`src/rtl/result_bcd_formatter.sv`:
```
// Sequential binary-to-BCD formatter for the signed 16-bit ALU result (double-dabble, one bit per cycle).
// Latency: done pulses 17 edges after the start edge (18th cycle counting the start cycle); outputs then hold.
// Backpressure: none; start is honoured only in IDLE, and starts seen while busy are dropped, not queued.
//
// Ports:
//   clk, rst            - clock (rising edge), asynchronous active-high reset
//   result[15:0]        - signed ALU result, two's complement
//   opcode[1:0]         - ALU opcode; 2'b11 marks a scaled-division result (decimal point lit)
//   start               - request conversion of result/opcode
//   busy                - conversion in progress (start edge through the DONE state)
//   done                - one-cycle pulse, bcd/neg/dp/blank freshly updated
//   bcd[19:0]           - five BCD digits, [19:16] ten-thousands ... [3:0] ones
//   neg                 - result was negative
//   dp                  - decimal point between digit 2 and digit 1
//   blank[4:0]          - per-digit blank mask; leading-zero blanking is built only when
//                         FORMATTER_LEADING_BLANK_EN is defined, otherwise tied to zero
module result_bcd_formatter (
    input  logic        clk,
    input  logic        rst,
    input  logic [15:0] result,
    input  logic [1:0]  opcode,
    input  logic        start,
    output logic        busy,
    output logic        done,
    output logic [19:0] bcd,
    output logic        neg,
    output logic        dp,
    output logic [4:0]  blank
);

    typedef enum logic [1:0] {IDLE, CONV, DONE} state_t;

    state_t      state_q, state_d;
    logic [15:0] mag_q, mag_d;          // magnitude being shifted out MSB first
    logic [19:0] scratch_q, scratch_d;  // BCD accumulator
    logic [4:0]  cnt_q, cnt_d;          // shifts remaining
    logic        neg_n_q, neg_n_d;      // captured sign, published in DONE
    logic        dp_n_q, dp_n_d;        // captured decimal-point flag
    logic [19:0] bcd_q, bcd_d;
    logic        neg_q, neg_d;
    logic        dp_q, dp_d;
    logic        done_q, done_d;
    logic [19:0] adj;                   // scratch after the add-3 correction

    // Add 3 to every digit >= 5 so that the following left shift carries correctly into the next digit.
    function automatic logic [19:0] add3(input logic [19:0] s);
        logic [19:0] r;
        r = s;
        for (int i = 0; i < 5; i++) begin
            if (s[4*i +: 4] >= 4'd5) begin
                r[4*i +: 4] = s[4*i +: 4] + 4'd3;
            end
        end
        return r;
    endfunction

    assign adj = add3(scratch_q);

    always_comb begin
        state_d   = state_q;
        mag_d     = mag_q;
        scratch_d = scratch_q;
        cnt_d     = cnt_q;
        neg_n_d   = neg_n_q;
        dp_n_d    = dp_n_q;
        bcd_d     = bcd_q;
        neg_d     = neg_q;
        dp_d      = dp_q;
        done_d    = 1'b0;
        case (state_q)
            IDLE: begin
                if (start) begin
                    neg_n_d   = result[15];
                    // Two's-complement negate; -32768 wraps to 16'h8000 = 32768 unsigned.
                    mag_d     = result[15] ? (~result + 16'd1) : result;
                    dp_n_d    = (opcode == 2'b11);
                    scratch_d = 20'd0;
                    cnt_d     = 5'd16;
                    state_d   = CONV;
                end
            end
            CONV: begin
                // Top digit never reaches 5 because the magnitude is at most 32768.
                {scratch_d, mag_d} = {adj, mag_q} << 1;
                cnt_d = cnt_q - 5'd1;
                if (cnt_q == 5'd1) begin
                    state_d = DONE;
                end
            end
            DONE: begin
                bcd_d   = scratch_q;
                neg_d   = neg_n_q;
                dp_d    = dp_n_q;
                done_d  = 1'b1;
                state_d = IDLE;
            end
            default: begin
                state_d = IDLE;
            end
        endcase
    end

    always_ff @(posedge clk or posedge rst) begin
        if (rst) begin
            state_q   <= IDLE;
            mag_q     <= 16'd0;
            scratch_q <= 20'd0;
            cnt_q     <= 5'd0;
            neg_n_q   <= 1'b0;
            dp_n_q    <= 1'b0;
            bcd_q     <= 20'd0;
            neg_q     <= 1'b0;
            dp_q      <= 1'b0;
            done_q    <= 1'b0;
        end else begin
            state_q   <= state_d;
            mag_q     <= mag_d;
            scratch_q <= scratch_d;
            cnt_q     <= cnt_d;
            neg_n_q   <= neg_n_d;
            dp_n_q    <= dp_n_d;
            bcd_q     <= bcd_d;
            neg_q     <= neg_d;
            dp_q      <= dp_d;
            done_q    <= done_d;
        end
    end

`ifdef FORMATTER_LEADING_BLANK_EN
    logic [4:0] blank_q, blank_d;
    logic [4:0] lead_blank;
    logic       zero_above;

    // Walk down from the top digit; a digit is blanked while it and everything above it is zero.
    // Digit 0 is never blanked, and with the decimal point lit digits 0-2 always show (5 -> 0.05).
    always_comb begin
        lead_blank = 5'b00000;
        zero_above = 1'b1;
        for (int i = 4; i >= 1; i--) begin
            zero_above    = zero_above & (scratch_q[4*i +: 4] == 4'd0);
            lead_blank[i] = zero_above & ~(dp_n_q && (i <= 2));
        end
    end

    always_comb begin
        blank_d = blank_q;
        if (state_q == DONE) begin
            blank_d = lead_blank;
        end
    end

    always_ff @(posedge clk or posedge rst) begin
        if (rst) begin
            blank_q <= 5'b11110;
        end else begin
            blank_q <= blank_d;
        end
    end

    assign blank = blank_q;
`else
    assign blank = 5'b00000;
`endif

    assign busy = (state_q != IDLE);
    assign done = done_q;
    assign bcd  = bcd_q;
    assign neg  = neg_q;
    assign dp   = dp_q;

endmodule

```
`config.mk`:
```
export PLATFORM = sky130hd
export DESIGN_NAME = result_bcd_formatter
export DESIGN_NICKNAME = d
export VERILOG_FILES = /design/src/rtl/result_bcd_formatter.sv
export SDC_FILE = /design/constraint.sdc
export NUM_CORES = 1
export LEC_CHECK = 0
export CORE_MARGIN = 5
export CORE_UTILIZATION = 45
export CTS_BUF_LIST = sky130_fd_sc_hd__clkbuf_16
export DETAILED_ROUTE_END_ITERATION = 12
export PLACE_DENSITY = 0.71
export RECOVER_POWER = 100
export SLEW_MARGIN = 5
export SYNTH_ARGS = -nofsm -noshare
export SYNTH_HDL_FRONTEND = slang
export SYNTH_SLANG_ARGS = --single-unit
export TNS_END_PERCENT = 30
```
`constraint.sdc`:
```
create_clock -name clk -period 1.84 [get_ports clk]
set_input_delay 0.276 -clock clk [delete_from_list [all_inputs] [get_ports clk]]
set_output_delay 0.276 -clock clk [all_outputs]
set_load 0.005 [all_outputs]
```
* Word level (Yosys, flattened, before mapping)
Index checks and enable logic that the tools add are counted.
** Storage, ports and cells
- Register bits after elaboration :: 68
- Input bits :: 21
- Output and inout bits :: 29
- Word-level logic and storage cells :: 51
** Operators by class
- Add/subtract/negate cells :: 7
- $lt $le $gt $ge :: 5
- Eq/ne operators :: 6
- Multiplexer cells :: 16
- Bitwise gates (word level) :: 1
- Reduce and logical (&&, ||, !) cells :: 6
** Operators with widths (count)
- one-hot mux 20 bit (2 select lines) :: 1
- 2-to-1 mux 16 bit :: 2
- one-hot mux 16 bit (2 select lines) :: 1
- >= comparator 4 x 3 -> 1 bit, second input constant :: 5
- 2-to-1 mux 20 bit :: 1
- adder 16 x 1 -> 16 bit, second input constant :: 1
- adder 4 x 2 -> 4 bit, second input constant :: 4
- 2-to-1 mux 4 bit :: 4
- NOT 16 bit :: 1
- one-hot mux 5 bit (2 select lines) :: 1
- AND reduction 2 bit :: 3
- == test 5 x 1 -> 1 bit, second input constant :: 1
- 2-to-1 mux 5 bit :: 1
- subtractor 5 x 1 -> 5 bit, second input constant :: 1
- == test 2 bit, second input constant :: 2
- 2-to-1 mux 2 bit :: 2
- != test 2 bit, second input constant :: 2
- one-hot mux 2 bit (2 select lines) :: 1
- nonzero test 2 bit :: 2
- adder 3 x 2 -> 3 bit, second input constant :: 1
- 2-to-1 mux 3 bit :: 1
- == test 2 x 1 -> 1 bit, second input constant :: 1
- logical NOT 2 bit :: 1
- 2-to-1 mux 1 bit :: 1

* Logic depth before layout (Yosys ltp)
Gate-level depths: netlist of run 1.
- Word-level depth :: 5
- Depth in mapped cells :: 6
- Depth with buffers taken out :: 6

* Worst setup path after synthesis of run 1
Ideal clock, no wire load.
- Path type :: in2reg
- From :: input result[4]
- To :: register mag_q[13]
- Setup time :: 0.130 ns
- Arrival :: 1.400 ns
- Data required time :: 1.710 ns
- Path slack :: 0.310 ns
- Cell stages on the path :: 4
- Buffers on the path :: 0
- Cell sequence :: or4_4 > o41ai_4 > xor2_1 > o21ai_1
** On the way
- Cells in the longest elaborated chain, start to end :: 5
** Ends and longest elaborated chain
- start, declared :: RTL line 20 : input logic [15:0] result,
- NOT 16 bit :: RTL line 75 : mag_d = result[15] ? (~result + 16'd1) : result;
- adder 16 x 1 -> 16 bit :: RTL line 75
- 2-to-1 mux 16 bit :: RTL line 75
- 2-to-1 mux 16 bit :: RTL line 72 : if (start) begin
- one-hot mux 16 bit (2 select lines) :: RTL line 70 : case (state_q)
- end signal, assigned :: RTL line 117 : mag_q <= mag_d;
- end, declared :: RTL line 34 : logic [15:0] mag_q, mag_d;
Every way passes these cells. The select of a mux whose other input is x is not followed.
A chain may end at the register's enable or synchronous reset.

* Worst setup path in the final report of run 1
- From :: register state_q[0]
- To :: output busy
** On the way
- Cells in the longest elaborated chain, start to end :: 1
** Ends and longest elaborated chain
- start, declared :: RTL line 33 : state_t state_q, state_d;
- start signal, assigned :: RTL line 116 : state_q <= state_d;
- nonzero test 2 bit :: RTL line 165 : assign busy = (state_q != IDLE);
- end, declared :: RTL line 23 : output logic busy,
Every way passes these cells.

==> results of run 1 <==
[registers in the layout, summed over array words and instances (netlist names)]
register and flops:
dp 1, neg 1, mag_q 16, state_q 2, scratch_q 20, cnt_q 5, neg_n_q 1, dp_n_q 1
bcd 20, done 1
[area by class of cell]
type,instances,area [µm²],area share [%]
inverter,18,68.82,1.551
clock buffer,9,225.2,5.078
tap,102,127.6,2.877
multi-input combinational,220,1607,36.22
timing repair buffer,71,650.6,14.67
sequential,68,1703,38.39
clock inverter,7,53.80,1.213
[layout by cell type (no fill, tap or decap), types with 5 or more instances in the layout]
master and count:
mux2_2 27, xnor2_1 12, o21ai_0 32, nand3_1 19, a22oi_1 9, nor2_1 7, a32o_1 5, o31ai_1 11
ha_1 13, xor2_1 9, dlygate4sd3_1 26, a21oi_1 12, inv_1 21, nand2_1 8, clkdlybuf4s50_1 18, buf_4 19
dfrtp_1 67, conb_1 5, clkbuf_16 9, nand2b_1 6
[report_power, final]
part | leakage (nW) | switching, mW | total [mW] | internal, mW
clock | 0.156 | 0.574 | 1.59 | 1.02
sequential | 0.847 | 0.483 | 2.66 | 2.18
combinational | 0.926 | 1.26 | 2.67 | 1.41
[cell families (layout without fill, tap and decap cells)]
| family | after synthesis | count (layout) | synth area share, % |
|---|---|---|---|
| multiplexers | 28 | 28 | 9.035 |
| XOR/XNOR | 21 | 21 | 5.292 |
| flip-flops | 68 | 68 | 48.96 |
| other | 1 | 5 | 0.1079 |
| buffers and inverters | 40 | 105 | 5.003 |
| AO/OA/AOI/OAI | 89 | 89 | 16.92 |
| AND/OR/NAND/NOR | 64 | 64 | 10.01 |
| adder cells (fa/ha/maj) | 13 | 13 | 4.680 |
[timing repair]
action / CTS / global route
endpoints found under the setup margin: 1 / 1
gates resized for setup: 1 / 1
setup buffers: 0 / 0
hold endpoints to repair: 0 / 0
[per-layer routing]
| metal | wire [µm] | vias to the layer above | GRT usage (%) | part of all wire (%) |
|---|---|---|---|---|
| li1 | - | 1305 | - | - |
| met1 | 3037 | 1263 | 18.97 | 45 |
| met2 | 3336 | 51 | 25.08 | 49 |
| met3 | 247 | 15 | 3.143 | 3.6 |
| met4 | 174 | 0 | 8.413 | 2.6 |
| met5 | 0 | - | 0 | 0 |
[metrics by stage]
stage / hold WS, ns / worst slack (ns)
6_report: 0.4755 / 0.09173
5_1_grt: 0.5036 / 0.02085
4_1_cts: 0.3419 / 0.02428
3_5_place_dp: 0.4613 / -0.1847
3_3_place_gp: 0.4503 / -0.1596
2_1_floorplan: 0.3722 / 0.3100
[worst max-delay path by stage]
stage | cells past startpoint | slack, ns | end | from
floorplan | 4 | 0.31 | mag_q[13] | result[4]
global placement | 5 | -0.16 | mag_q[13] | result[4]
detailed placement | 5 | -0.18 | mag_q[11] | result[4]
CTS | 3 | 0.02 | busy | state_q[1]
global route | 5 | 0.02 | mag_q[11] | result[8]
finish | 3 | 0.09 | busy | state_q[0]
[tightest hold or removal path, delay by kind of cell, from the launching register on]
kind | cells | cell delay (ns)
DFF | 1 | 0.33
AOI/OAI and AO/OA | 1 | 0.06
and+or+nand+nor | 1 | 0.05
==> results.yml, run 1 <==
pwr:
  total_power_mw: 6.919
  p_leak_nw: 1.928
  power_density_nw_per_um2: 1560
  ir_drop_mv: 0.5449
cts:
  hold_buffers: 0
  cts_buffers: 9
  h-tree-depth: 3
  cts_sinks: 68
  path_clk_slew_ns: 0.05
  clock_latency_ns: 0.33
  cts_tree: "done"
  root_buffer: "clkbuf_16"
  clockBufferDepth: 2
setup_path:
  ff2ff_path_depth: 4
  crit_required_ns: 1.56
  critPathArrivalTime_ns: 1.47
  crit_buf_inv: 2
  r2r_setup_slack_ns: 0.14
  path_max_fanout: 9
  worstReg2RegStart: "state_q[0]"
  critPathKind: "flip-flop to output pin"
  cp-start-kind: "flip-flop"
  slowest_stage: "clkdlybuf4s50_1"
  path_cells: "inv_1 > nand2_1 > clkdlybuf4s50_1"
  crit_path_end_kind: "output pin"
  cp_top_family: "buffers and inverters"
  r2r_end: "scratch_q[14]"
  max_stage_delay_ns: 0.50
grt:
  grt_pass1_vias: 2603
  grt_use_total_pct: 15.33
  grt_max_degree: 31
  overflow: 0
  antenna_found_initial: 0
  grt_pass1_wl_um: 11970
synth:
  synth_edf_count: 0
  synth_top_area_share_pct: 48.96
  syn_area_um2: 3476
  yosysUniqueCellTypes: 43
  synth-seq-cells: 68
  synthArstFlopShare_pct: 100.0
  yosys-top-cells-count: "dfrtp_1 (68), o21ai_0 (31), mux2_2 (27)"
  synth.area.top_cells: "dfrtp_1 (49%), mux2_2 (8.7%), ha_1 (4.7%), o21ai_0 (4.5%), xnor2_1 (3.0%)"
  yosysMostFrequentCell: "dfrtp_1"
  ys_warn_count: 0
  ys.flop_type: "dfrtp_1"
  netlist_instances: 324
  ys_seq_area_share_pct: 48.96
  synth_top_cell_by_area: "dfrtp_1"
  syn_area_per_cell_um2: 10.73
layout:
  fin_area_um2: 4436
  antennaDiodeCount: 0
  nNetsFinal: 422
  stdcell_count: 495
  fillCellCount: 680
  drive_gt1_share_pct: 17.81
  syn_to_final_growth_pct: 27.61
  postLayoutCoreUtil_pct: 58.31
placed_design:
  port_buffers: 44
  placed_area_um2: 4199
  dp.cells: 479
  gp_congestion: 0.8509
  hpwl_um: 4974
timing:
  grt_setup_unrepaired: "false"
  period_share_pct: 95.01
  drv_slew: 0
  max-slew-margin-rel_pct: 34.33
  finalClockSkew_ns: 0.005035
  hold_viol_final: 0
  post-route-min-period_ns: 1.748
  fin_setup_tns_ns: 0
  tightest_slew_ns: 0.9796
  setup_viol: 0
  max_freq_ghz: 0.5720
die:
  core-area_um2: 7607
  die_w_um: 97.89
  ioPinCount: 50
  die_area_um2: 9581
  chipHeight_um: 97.89
  initial_utilization_pct: 45.69
  rows: 32
detailed_routing:
  dr.pass1.iters: 4
  avgRoutedWirePerCell_um: 13.73
  drc_errors: 0
  antenna_left: 0
  drtIter0Drc: 104
  vias: 2634
  routed_wl_um: 6796
  avgViaCountPerCell: 5.321
hold_path:
  min_from: "mag_q[15]"
  worstHoldPathCells: 2
  hold_class: "flip-flop to flip-flop"
  whs_endpoint: "scratch_q[0]"
outcome:
  outcome: "completed"
flow_run:
  drv_cap: 0
No activity file was read; power rests on OpenSTA's default activity.
==> run 2: changes to the inputs <==
- CTS_CLUSTER_SIZE: not set -> 28
- GPL_TIMING_DRIVEN: not set -> 0
==> run 2 against run 1 <==
  * Sequential power barely moved
  * Critical path depth rose by 2
  * Via count grew 1.4%
  * Fmax down 4.0%
  * Routed wire length grew 5.4%
==> results.yml, run 2 (same netlist as run 1, synthesis figures left out) <==
placed_design:
  gp_congestion: 0.8066
  dp.cells: 473
  hpwl_um: 5201
  port_buffers: 42
flow_run:
  drv_cap: 0
setup_path:
  cp-start-kind: "input pin"
  crit_path_end_kind: "flip-flop"
  worstReg2RegStart: "state_q[1]"
  r2r_end: "bcd[1]"
  ff2ff_path_depth: 4
  r2r_setup_slack_ns: 0.10
  critPathKind: "input pin to flip-flop"
  path_max_fanout: 5
  critPathArrivalTime_ns: 2.02
  crit_required_ns: 2.04
layout:
  layout_commonest_cell: "dfrtp_1"
  syn_to_final_growth_pct: 24.51
  nNetsFinal: 417
  multiInputGateArea_um2: 1625
  layout_common_cells: "dfrtp_1 (67), o21ai_0 (31), mux2_2 (27)"
  antennaDiodeCount: 0
  drive_gt1_share_pct: 15.50
  postLayoutCoreUtil_pct: 56.89
  fillCellCount: 675
  regArea_um2: 1703
  stdcell_count: 489
timing:
  finalClockSkew_ns: 0.005332
  max-slew-margin-rel_pct: 46.32
  hold_viol_final: 0
  post-route-min-period_ns: 1.822
  period_share_pct: 99.00
  max_freq_ghz: 0.5490
  tightest_slew_ns: 0.8036
  setup_viol: 0
  grt_setup_unrepaired: "true"
  fin_setup_tns_ns: 0
  drv_slew: 0
  holdWs_ns: 0.3819
cts:
  path_clk_slew_ns: 0.05
  clock_latency_ns: 0.33
  h-tree-depth: 3
  cts_buffers: 9
  cts_tree: "done"
  clockBufferDepth: 2
  hold_buffers: 0
  cts_sinks: 68
  root_buffer: "clkbuf_16"
grt:
  overflow: 0
  grt_use_total_pct: 15.72
  antenna_found_initial: 0
  grt_pass1_vias: 2720
  grt_pass1_wl_um: 12320
  grt_max_degree: 40
detailed_routing:
  antenna_left: 0
  dr.pass1.iters: 4
  avgViaCountPerCell: 5.464
  routed_wl_um: 7162
  vias: 2672
  drtIter0Drc: 148
  avgRoutedWirePerCell_um: 14.65
  drc_errors: 0
die:
  initial_utilization_pct: 45.69
  die_area_um2: 9581
  chipHeight_um: 97.89
  core-area_um2: 7607
  ioPinCount: 50
  rows: 32
  die_w_um: 97.89
hold_path:
  hold_class: "input pin to flip-flop"
  worstHoldPathCells: 3
  whs_endpoint: "mag_q[2]"
  min_from: "start"
pwr:
  p_leak_nw: 1.875
  ir_drop_mv: 0.5403
  power_density_nw_per_um2: 1564
outcome:
  outcome: "completed"
[run 2: layout make-up]
cell class	count	share of cell area (%)
Buffer	21	2.428
Clock inverter	6	0.5782
Multi-Input combinational cell	220	37.55
Inverter	18	1.648
Clock buffer	9	5.204
Sequential cell	68	39.35
Tap cell	102	2.949
Timing Repair Buffer	45	10.29
[run 2: power breakdown]
| part | internal, mW | switching, mW |
|---|---|---|
| sequential | 2.18 | 0.483 |
| combinational | 1.35 | 1.31 |
| clock | 0.877 | 0.577 |
[run 2: worst max-delay path, cell delays in order]
cell and delay [ns]:
clkdlybuf4s50_1 0.47, or4_4 0.61, o41ai_2 0.35, xor2_1 0.25
o21ai_1 0.08
[run 2: worst max-delay path by stage]
| stage | startpoint | endpoint | slack [ns] |
|---|---|---|---|
| 6_report | result[5] | mag_q[11] | 0.02 |
| 3_5_place_dp | result[2] | mag_q[11] | -0.35 |
| 5_1_grt | result[4] | mag_q[11] | -0.04 |
| 2_1_floorplan | result[4] | mag_q[13] | 0.31 |
| 3_3_place_gp | result[2] | mag_q[14] | -0.29 |
| 4_1_cts | result[2] | mag_q[14] | -0.006 |
[run 2: repair_timing]
action,CTS,global route
gates resized for setup,0,8
buffers inserted,0,2
pin swaps,0,1
endpoints found under the setup margin,9,40
[run 2: per-layer routing]
metal  part of all wire, %  track usage (%)
met2                    49            26.13
met4                   2.2            7.242
met3                   4.5            3.000
met1                    45            19.80
met5                     0                0
[run 2: stage by stage]
stage / power (mW) / worst slack, ns / area [µm²]
floorplan: 4.358 / 0.3100 / 3495
global placement: 5.294 / -0.2875 / 4043
detailed placement: 5.421 / -0.3470 / 4063
CTS: 6.895 / -0.006051 / 4309
global route: 7.287 / -0.03619 / 4328
finish: 6.768 / 0.01846 / 4328
